===== src/rtl/mem_arb_pkg.sv =====
// rtl/mem_arb_pkg.sv - shared types and helpers for the memory port arbiter
package mem_arb_pkg;

   typedef enum logic [1:0] {
      OWN_NONE = 2'd0,
      OWN_IF   = 2'd1,
      OWN_LS   = 2'd2
   } owner_e;

   typedef struct packed {
      owner_e owner;
      logic   err;
   } inflight_t;

   localparam logic [1:0] WORD_ALIGN_MASK = 2'b11;

   localparam inflight_t INFLIGHT_IDLE = '{owner: OWN_NONE, err: 1'b0};

   function automatic logic is_word_aligned(input logic [1:0] lsb);
      return (lsb & WORD_ALIGN_MASK) == 2'b00;
   endfunction

   function automatic owner_e other_side(input owner_e side);
      return (side == OWN_IF) ? OWN_LS : OWN_IF;
   endfunction

endpackage


===== src/rtl/mem_arb_pick.sv =====
// rtl/mem_arb_pick.sv - combinational winner select; MEM_ARB_ROUND_ROBIN_EN selects round-robin over fixed LS priority
module mem_arb_pick
   import mem_arb_pkg::*;
(
   input  logic   if_valid,
   input  logic   ls_valid,
   input  owner_e ptr,
   output owner_e grant
);

   always_comb begin
      grant = OWN_NONE;
      if (if_valid && ls_valid) begin
`ifdef MEM_ARB_ROUND_ROBIN_EN
         grant = (ptr == OWN_IF) ? OWN_IF : OWN_LS;
`else
         grant = OWN_LS;
`endif
      end else if (if_valid) begin
         grant = OWN_IF;
      end else if (ls_valid) begin
         grant = OWN_LS;
      end
   end

`ifndef MEM_ARB_ROUND_ROBIN_EN
   // Fixed priority never consults the pointer.
   logic unused_ptr;
   assign unused_ptr = ^ptr;
`endif

endmodule


===== src/rtl/mem_port_arbiter.sv =====
// rtl/mem_port_arbiter.sv - two-requester read arbiter for one memory port; MEM_ARB_ROUND_ROBIN_EN enables round-robin
module mem_port_arbiter
   import mem_arb_pkg::*;
#(
   parameter int ADDR_W = 32,
   parameter int DATA_W = 32
) (
   input  logic              clk,
   input  logic              reset,
   input  logic              if_req_valid,
   input  logic [ADDR_W-1:0] if_req_addr,
   output logic              if_req_ready,
   output logic              if_rsp_valid,
   output logic [DATA_W-1:0] if_rsp_data,
   output logic              if_rsp_err,
   input  logic              ls_req_valid,
   input  logic [ADDR_W-1:0] ls_req_addr,
   output logic              ls_req_ready,
   output logic              ls_rsp_valid,
   output logic [DATA_W-1:0] ls_rsp_data,
   output logic              ls_rsp_err,
   output logic [ADDR_W-1:0] mem_address,
   output logic              mem_read_enable,
   input  logic [DATA_W-1:0] mem_read_data,
   output logic [1:0]        grant_owner
);

   owner_e            ptr;
   owner_e            win;
   inflight_t         inflight_q;
   inflight_t         inflight_d;
   logic [ADDR_W-1:0] addr_q;
   logic [ADDR_W-1:0] win_addr;
   logic              any_win;
   logic              win_aligned;

   // No grants while reset is held, so readies and the read strobe stay low.
   mem_arb_pick u_pick (
      .if_valid (if_req_valid && !reset),
      .ls_valid (ls_req_valid && !reset),
      .ptr      (ptr),
      .grant    (win)
   );

   always_comb begin
      any_win     = (win != OWN_NONE);
      win_addr    = (win == OWN_IF) ? if_req_addr : ls_req_addr;
      win_aligned = is_word_aligned(win_addr[1:0]);
      inflight_d  = INFLIGHT_IDLE;
      if (any_win) begin
         inflight_d.owner = win;
         inflight_d.err   = !win_aligned;
      end
   end

   assign if_req_ready    = (win == OWN_IF);
   assign ls_req_ready    = (win == OWN_LS);
   assign mem_read_enable = any_win && win_aligned;
   assign mem_address     = mem_read_enable ? win_addr : addr_q;

   always_ff @(posedge clk or posedge reset) begin
      if (reset) begin
         inflight_q <= INFLIGHT_IDLE;
         addr_q     <= '0;
      end else begin
         inflight_q <= inflight_d;
         if (mem_read_enable) begin
            addr_q <= win_addr;
         end
      end
   end

`ifdef MEM_ARB_ROUND_ROBIN_EN
   owner_e ptr_q;

   always_ff @(posedge clk or posedge reset) begin
      if (reset) begin
         ptr_q <= OWN_LS;
      end else if (any_win) begin
         ptr_q <= other_side(win);
      end
   end

   assign ptr = ptr_q;
`else
   assign ptr = OWN_LS;
`endif

   // Memory data arrives in the response cycle, so route it straight through.
   assign if_rsp_valid = (inflight_q.owner == OWN_IF);
   assign if_rsp_err   = if_rsp_valid && inflight_q.err;
   assign if_rsp_data  = (if_rsp_valid && !inflight_q.err) ? mem_read_data : '0;

   assign ls_rsp_valid = (inflight_q.owner == OWN_LS);
   assign ls_rsp_err   = ls_rsp_valid && inflight_q.err;
   assign ls_rsp_data  = (ls_rsp_valid && !inflight_q.err) ? mem_read_data : '0;

   assign grant_owner  = inflight_q.owner;

endmodule


===== config.mk =====
export PLATFORM = sky130hd
export DESIGN_NAME = mem_port_arbiter
export DESIGN_NICKNAME = d
export VERILOG_FILES = /design/src/rtl/mem_arb_pkg.sv /design/src/rtl/mem_arb_pick.sv /design/src/rtl/mem_port_arbiter.sv
export SDC_FILE = /design/constraint.sdc
export NUM_CORES = 1
export LEC_CHECK = 0
export ABC_AREA = 1
export CAP_MARGIN = 25
export CORE_MARGIN = 5
export CORE_UTILIZATION = 34
export CTS_BUF_LIST = sky130_fd_sc_hd__clkbuf_4
export CTS_CLUSTER_DIAMETER = 80
export CTS_CLUSTER_SIZE = 14
export DETAILED_ROUTE_END_ITERATION = 8
export PLACE_DENSITY = 0.85
export SYNTH_ARGS = -nofsm -noshare
export SYNTH_HDL_FRONTEND = slang
export SYNTH_SLANG_ARGS = --single-unit
export TNS_END_PERCENT = 50

===== constraint.sdc =====
create_clock -name clk -period 3.55 [get_ports clk]
set_input_delay 0.8875 -clock clk [delete_from_list [all_inputs] [get_ports clk]]
set_output_delay 0.8875 -clock clk [all_outputs]
set_load 0.01 [all_outputs]

After elaboration in Yosys (flattened, before gate mapping)
Index checks and enable logic that the tools add are counted.
W data, S select, Z words.
Operators by class
  bitwise operators: 0
  reduce and logical (&&, ||, !) cells: 13
  mux-type cells: 8
  $add $sub $neg: 0
  div/mod/pow operators: 0
  magnitude comparators: 0
  shift operators: 0
  eq/ne operators: 4
  multipliers: 0
Operators with widths (number)
  $mux W32: 4
  $logic_and A1 B1 Y1: 8
  $mux W2: 3
  $eq A2 B1 Y1 const B: 2
  $eq A2 B2 Y1 const B: 2
  $logic_not A1 Y1: 3
  $mux W3: 1
  $logic_not A2 Y1: 1
  $reduce_bool A2 Y1: 1
Storage, ports and cells
  output and inout bits: 105
  RAM bits: 0
  memories: 0
  word-level logic and storage cells: 28
  bits of input ports: 100
  bits in read-only memories: 0
  latch bits: 0
  flip-flop bits (word level): 35

Depth between registers and ports, before layout
  word-level depth: 10
  mapped depth: 8
  mapped depth without buffers: 7

Hierarchy
Synthesis repeated with hierarchy kept, for this count alone.
Unflattened totals
  cells, all modules: 385
  area, all modules: 2326.0 µm²
Modules (own cells, without submodules)
  mem_port_arbiter: area each 2314.7 µm², instances 1, sequential area each 875.8 µm², cells an instance 382
  mem_arb_pick: area each 11.3 µm², instances 1, sequential area each 0.0 µm², cells an instance 3

Worst setup path after synthesis
No wires, ideal clock.
  kind: in2out
  start: input port reset
  end: output port mem_address[22]
  required time: 2.663 ns
  setup slack: 0.690 ns
  data arrival time: 1.973 ns
  path buffers: 1
  cell stages on the path: 6
  path through: inv_2 > buf_2 > nand4_1 > nand2_1 > nand3_1 > nand2_1
On the way
  longest elaborated chain between the ends: 10
  elaborated cells between the ends (all ways): 13
  those cells by class: eq/ne (1); mux (5); reduce/logical (7)
RTL lines
  start, declared: line mem_port_arbiter.sv:9  | input logic reset,
  $logic_not A1 Y1 (no source line) (*)
  $logic_and A1 B1 Y1: line mem_port_arbiter.sv:40  | .ls_valid (ls_req_valid && !reset),
  $mux W2: line mem_arb_pick.sv:21  | end else if (ls_valid) begin
  $mux W2: line mem_arb_pick.sv:19  | end else if (if_valid) begin
  $mux W2 (*): line mem_arb_pick.sv:13  | if (if_valid && ls_valid) begin
  $eq A2 B1 Y1: line mem_port_arbiter.sv:47  | win_addr = (win == OWN_IF) ? if_req_addr : ls_req_addr;
  $mux W32: line mem_port_arbiter.sv:47
  $logic_not A2 Y1: line mem_arb_pkg.sv:20  | return (lsb & WORD_ALIGN_MASK) == 2'b00;
  $logic_and A1 B1 Y1: line mem_port_arbiter.sv:58  | assign mem_read_enable = any_win && win_aligned;
  $mux W32 (*)
  end, declared: line mem_port_arbiter.sv:22  | output logic [ADDR_W-1:0] mem_address,
Every way passes the cells marked *; elsewhere a longest branch is shown, timed or not.

Worst setup path in the final report
  start: input port reset
  end: output port mem_read_enable
On the way
  longest elaborated chain between the ends: 9
  elaborated cells between the ends (all ways): 12
  those cells by class: eq/ne (1); mux (4); reduce/logical (7)
RTL lines
  $logic_not A1 Y1 (no source line) (*)
  $logic_and A1 B1 Y1: line mem_port_arbiter.sv:40
  $mux W2: line mem_arb_pick.sv:21
  $mux W2: line mem_arb_pick.sv:19
  $mux W2 (*): line mem_arb_pick.sv:13
  $eq A2 B1 Y1: line mem_port_arbiter.sv:47
  $mux W32: line mem_port_arbiter.sv:47
  $logic_not A2 Y1: line mem_arb_pkg.sv:20
  $logic_and A1 B1 Y1 (*): line mem_port_arbiter.sv:58
  end, declared: line mem_port_arbiter.sv:23  | output logic mem_read_enable,
Marks and branches as above.

==> summary.md <==
| Metric | Value |
|---|---|
| Final Hold Viols | 0 |
| Slew margin rel. | between 50% and 60% |
| YS warnings | 0 |
| Async set or reset register ratio after synthesis | 100% |
| Worst EP required | 2.66 ns |
| Worst EP arrival | 2.60 ns |
| Net Sw Frac | 32.2% |
| Status | complete, no violations |
| Initial antenna violation count | 3 |
| Area delta synth->final | 102% |
| Total Power | 0.00135 W |
| Crit Path Max Fanout | 20 |
| Floorplan die area | 0.00863 sq mm |
| Residual DRC | 0 |
| GR Util met1 | 25.4% |
| Top Usage Layer GRT | met2 |
| Logic pwr share | 42.7% |
| Count leader, synth | nand2_1 |
| Largest net degree at the start of global routing | 33 |
| Fin crit share | a little under 100% |
| Clock sinks | 35 |
| Per-cell routed wire length | around 16 um |
| Ranking of synthesized cells by area | dfrtp_1 37%, nand2_1 21%, nor2_1 11% |
| Site row count | 30 |
| DR pass1 iterations | 4 |
| Syn_area_per_cell | 6.18 sq um |
| H-tree level count | 2 |
| Crit Path Class | input port to output port |
| Worst hold-check path type | flop to flop |
| Seq/Total Area, Yosys | between 30% and 40% |
| Clock buffer depth | 2 |
| GR Util met2 | between 40% and 50% |
| Final wirelength | 11000 um |
| GRT Resource Usage Total | 24.7% |
| Syn_nets | ~480 |
| Fin crit period | 3.49 ns |
| Fill count | 561 |
| Layout Nets | between 600 and 700 |
| Most frequent cells after synthesis | 129 x nand2_1, 70 x nor2_1, 40 x inv_1 |
| Crit. End Element | output port |
| Slew @ Worst Pin | 0.619 ns |
| Post-synth EDFFs | 0 |
| Switching pwr | 0.000435 W |
| Largest area contributor in the netlist | dfrtp_1 |
| Power per cell area | 286 mW/mm^2 |
| Routed Antenna Nets | 0 |
| CORE AREA | 0.00676 sq mm |
| Internal power | a little over 0.0009 W |
| # hold bufs at CTS | 0 |
| First-pass GRT wire length | ~17000 um |
| Final WS setup | 0.0631 ns |
| Synth top area share | 37.5% |
| 1st-iter DRT viols | 118 |
| Pre-CTS setup slack | -0.151 ns |
| # setup viols final | 0 |
| Initial core utilization | 34.6% |
| GRT overflow | 0 |
| Mapped Cells | 378 |
| F_max | 287 MHz |
| Vias | roughly 3300 |
| Post-Syn Area | 0.00234 sq mm |
| Die Ht | 92.9 um |
| Total I/O pin count | 205 |
| Placer Congestion | between 0.8 and 0.9 |
| Power share of the sequential group | 36.3% |
| DP Cell Count | roughly 660 |
| Post-Layout Cell Count | 677 |
| Clock Latency Late Sink | 0.34 ns |
| Primary FF master, synth | dfrtp_1 |
| Die span in x | 92.9 um |
| Register bit count reported by yosys | 35 |
| Final Core Density | 69.8% |
| Share of layout cells above drive strength 1 | 8.92% |
| Met3 GRT Util | 7.80% |
| Setup Skew | 0 ns |
| Setup crit start kind | input port |
| Final setup TNS | 0 ns |
| Vias per inst | roughly 5 |
| IR drop worst, VDD | approximately 0.00023 V |
| Post-DP HPWL | 8950 um |
| Leakage | 2.49 nW |
| Clock Root Buffer | clkbuf_4 |
| Worst-path clk slew | 0.11 ns |
| Synth unique cells | 15 |
| RSZ-0062 raised after global routing | no |
| Maxcap violations | 0 |
| Port Buffers | 204 |
| Vias in the first global route | 3271 |
| CTS tree | done |
| Clock share of power | 21.0% |
| Final Slew Violations | 0 |
| CTS Buf Count | 5 |
[what timing repair did]
action,4_1_cts,5_1_grt
gates resized for setup,37,7
buffers inserted,1,0
cloned,1,0
endpoints found under the setup margin,32,4
[per-stage QoR]
stage                     hold slack [ns]  cell area (sq um)
after floorplan                     0.462               2340
after global placement              0.445               4600
after detailed placement            0.446               4600
after CTS                           0.473               4680
after global routing                0.493               4710
final                               0.471               4710
[worst max-delay path, stage by stage]
cell,delay (ns)
clkdlybuf4s50_1,0.44
buf_4,0.17
o21ai_4,0.22
nand3_4,0.13
buf_12,0.17
inv_2,0.04
clkdlybuf4s50_1,0.53
[final timing paths]
| path | startpoint | end | slack (ns) | cells after the start |
|---|---|---|---|---|
| min in group asynchronous | reset | addr_q[7] | 1.07 | 4 |
| worst min register to register | addr_q[0] | addr_q[0] | 0.47 | 2 |
| worst max-delay path | reset | mem_read_enable | 0.06 | 7 |
| worst max register to register | addr_q[2] | addr_q[2] | 2.82 | 3 |
| worst min-delay path | addr_q[0] | addr_q[0] | 0.47 | 2 |
| max in group asynchronous | reset | grant_owner[0] | 2.04 | 5 |
[power groups by stage]
stage          clock network [W]  registers [W]  logic [W]
2_1_floorplan                  0       0.000490   0.000233
6_report                0.000284       0.000489   0.000576
5_1_grt                 0.000305       0.000496   0.000627
3_5_place_dp                   0       0.000497   0.000616
3_3_place_gp                   0       0.000493   0.000607
4_1_cts                 0.000292       0.000490   0.000579
[routing by layer]
metal  share of wire, %  wire, um
met1                 34      3770
met2                 52      5690
met3                9.2      1010
met4                4.5       497
met5                  0         0
[kinds of logic after synthesis]
family,share of synthesized area (%)
flip-flops,37.5
buffers and inverters,13.7
AND/OR/NAND/NOR,48.4
AO/OA/AOI/OAI,0.375
[layout by cell type, fill, tap and decap left out, types with 3 or more instances in the layout]
| cell type | instances |
|---|---|
| clkdlybuf4s50_1 | 171 |
| nand2_1 | 128 |
| nor2_1 | 70 |
| inv_1 | 40 |
| dfrtp_1 | 35 |
| nand3_1 | 31 |
| nand4_1 | 30 |
| dlygate4sd2_1 | 30 |
| buf_4 | 28 |
| inv_2 | 5 |
| clkbuf_4 | 5 |
| buf_6 | 4 |
| diode_2 | 3 |
| dlymetal6s2s_1 | 3 |
[area by class of cell]
type	instances	area, sq um	area share [%]
clock buffer	5	37.5	0.796
antenna	3	7.51	0.159
tap	80	100	2.12
timing repair buffer	238	2310	49.0
sequential	35	876	18.6
multi-input combinational	267	1170	24.8
inverter	46	175	3.72
clock inverter	3	38.8	0.823
[flip-flops by register name, indices dropped and copies added, names as in the netlist]
signal,count
grant_owner,2
addr_q,32
inflight_q,1
No activity file was read; power rests on OpenSTA's default activity.
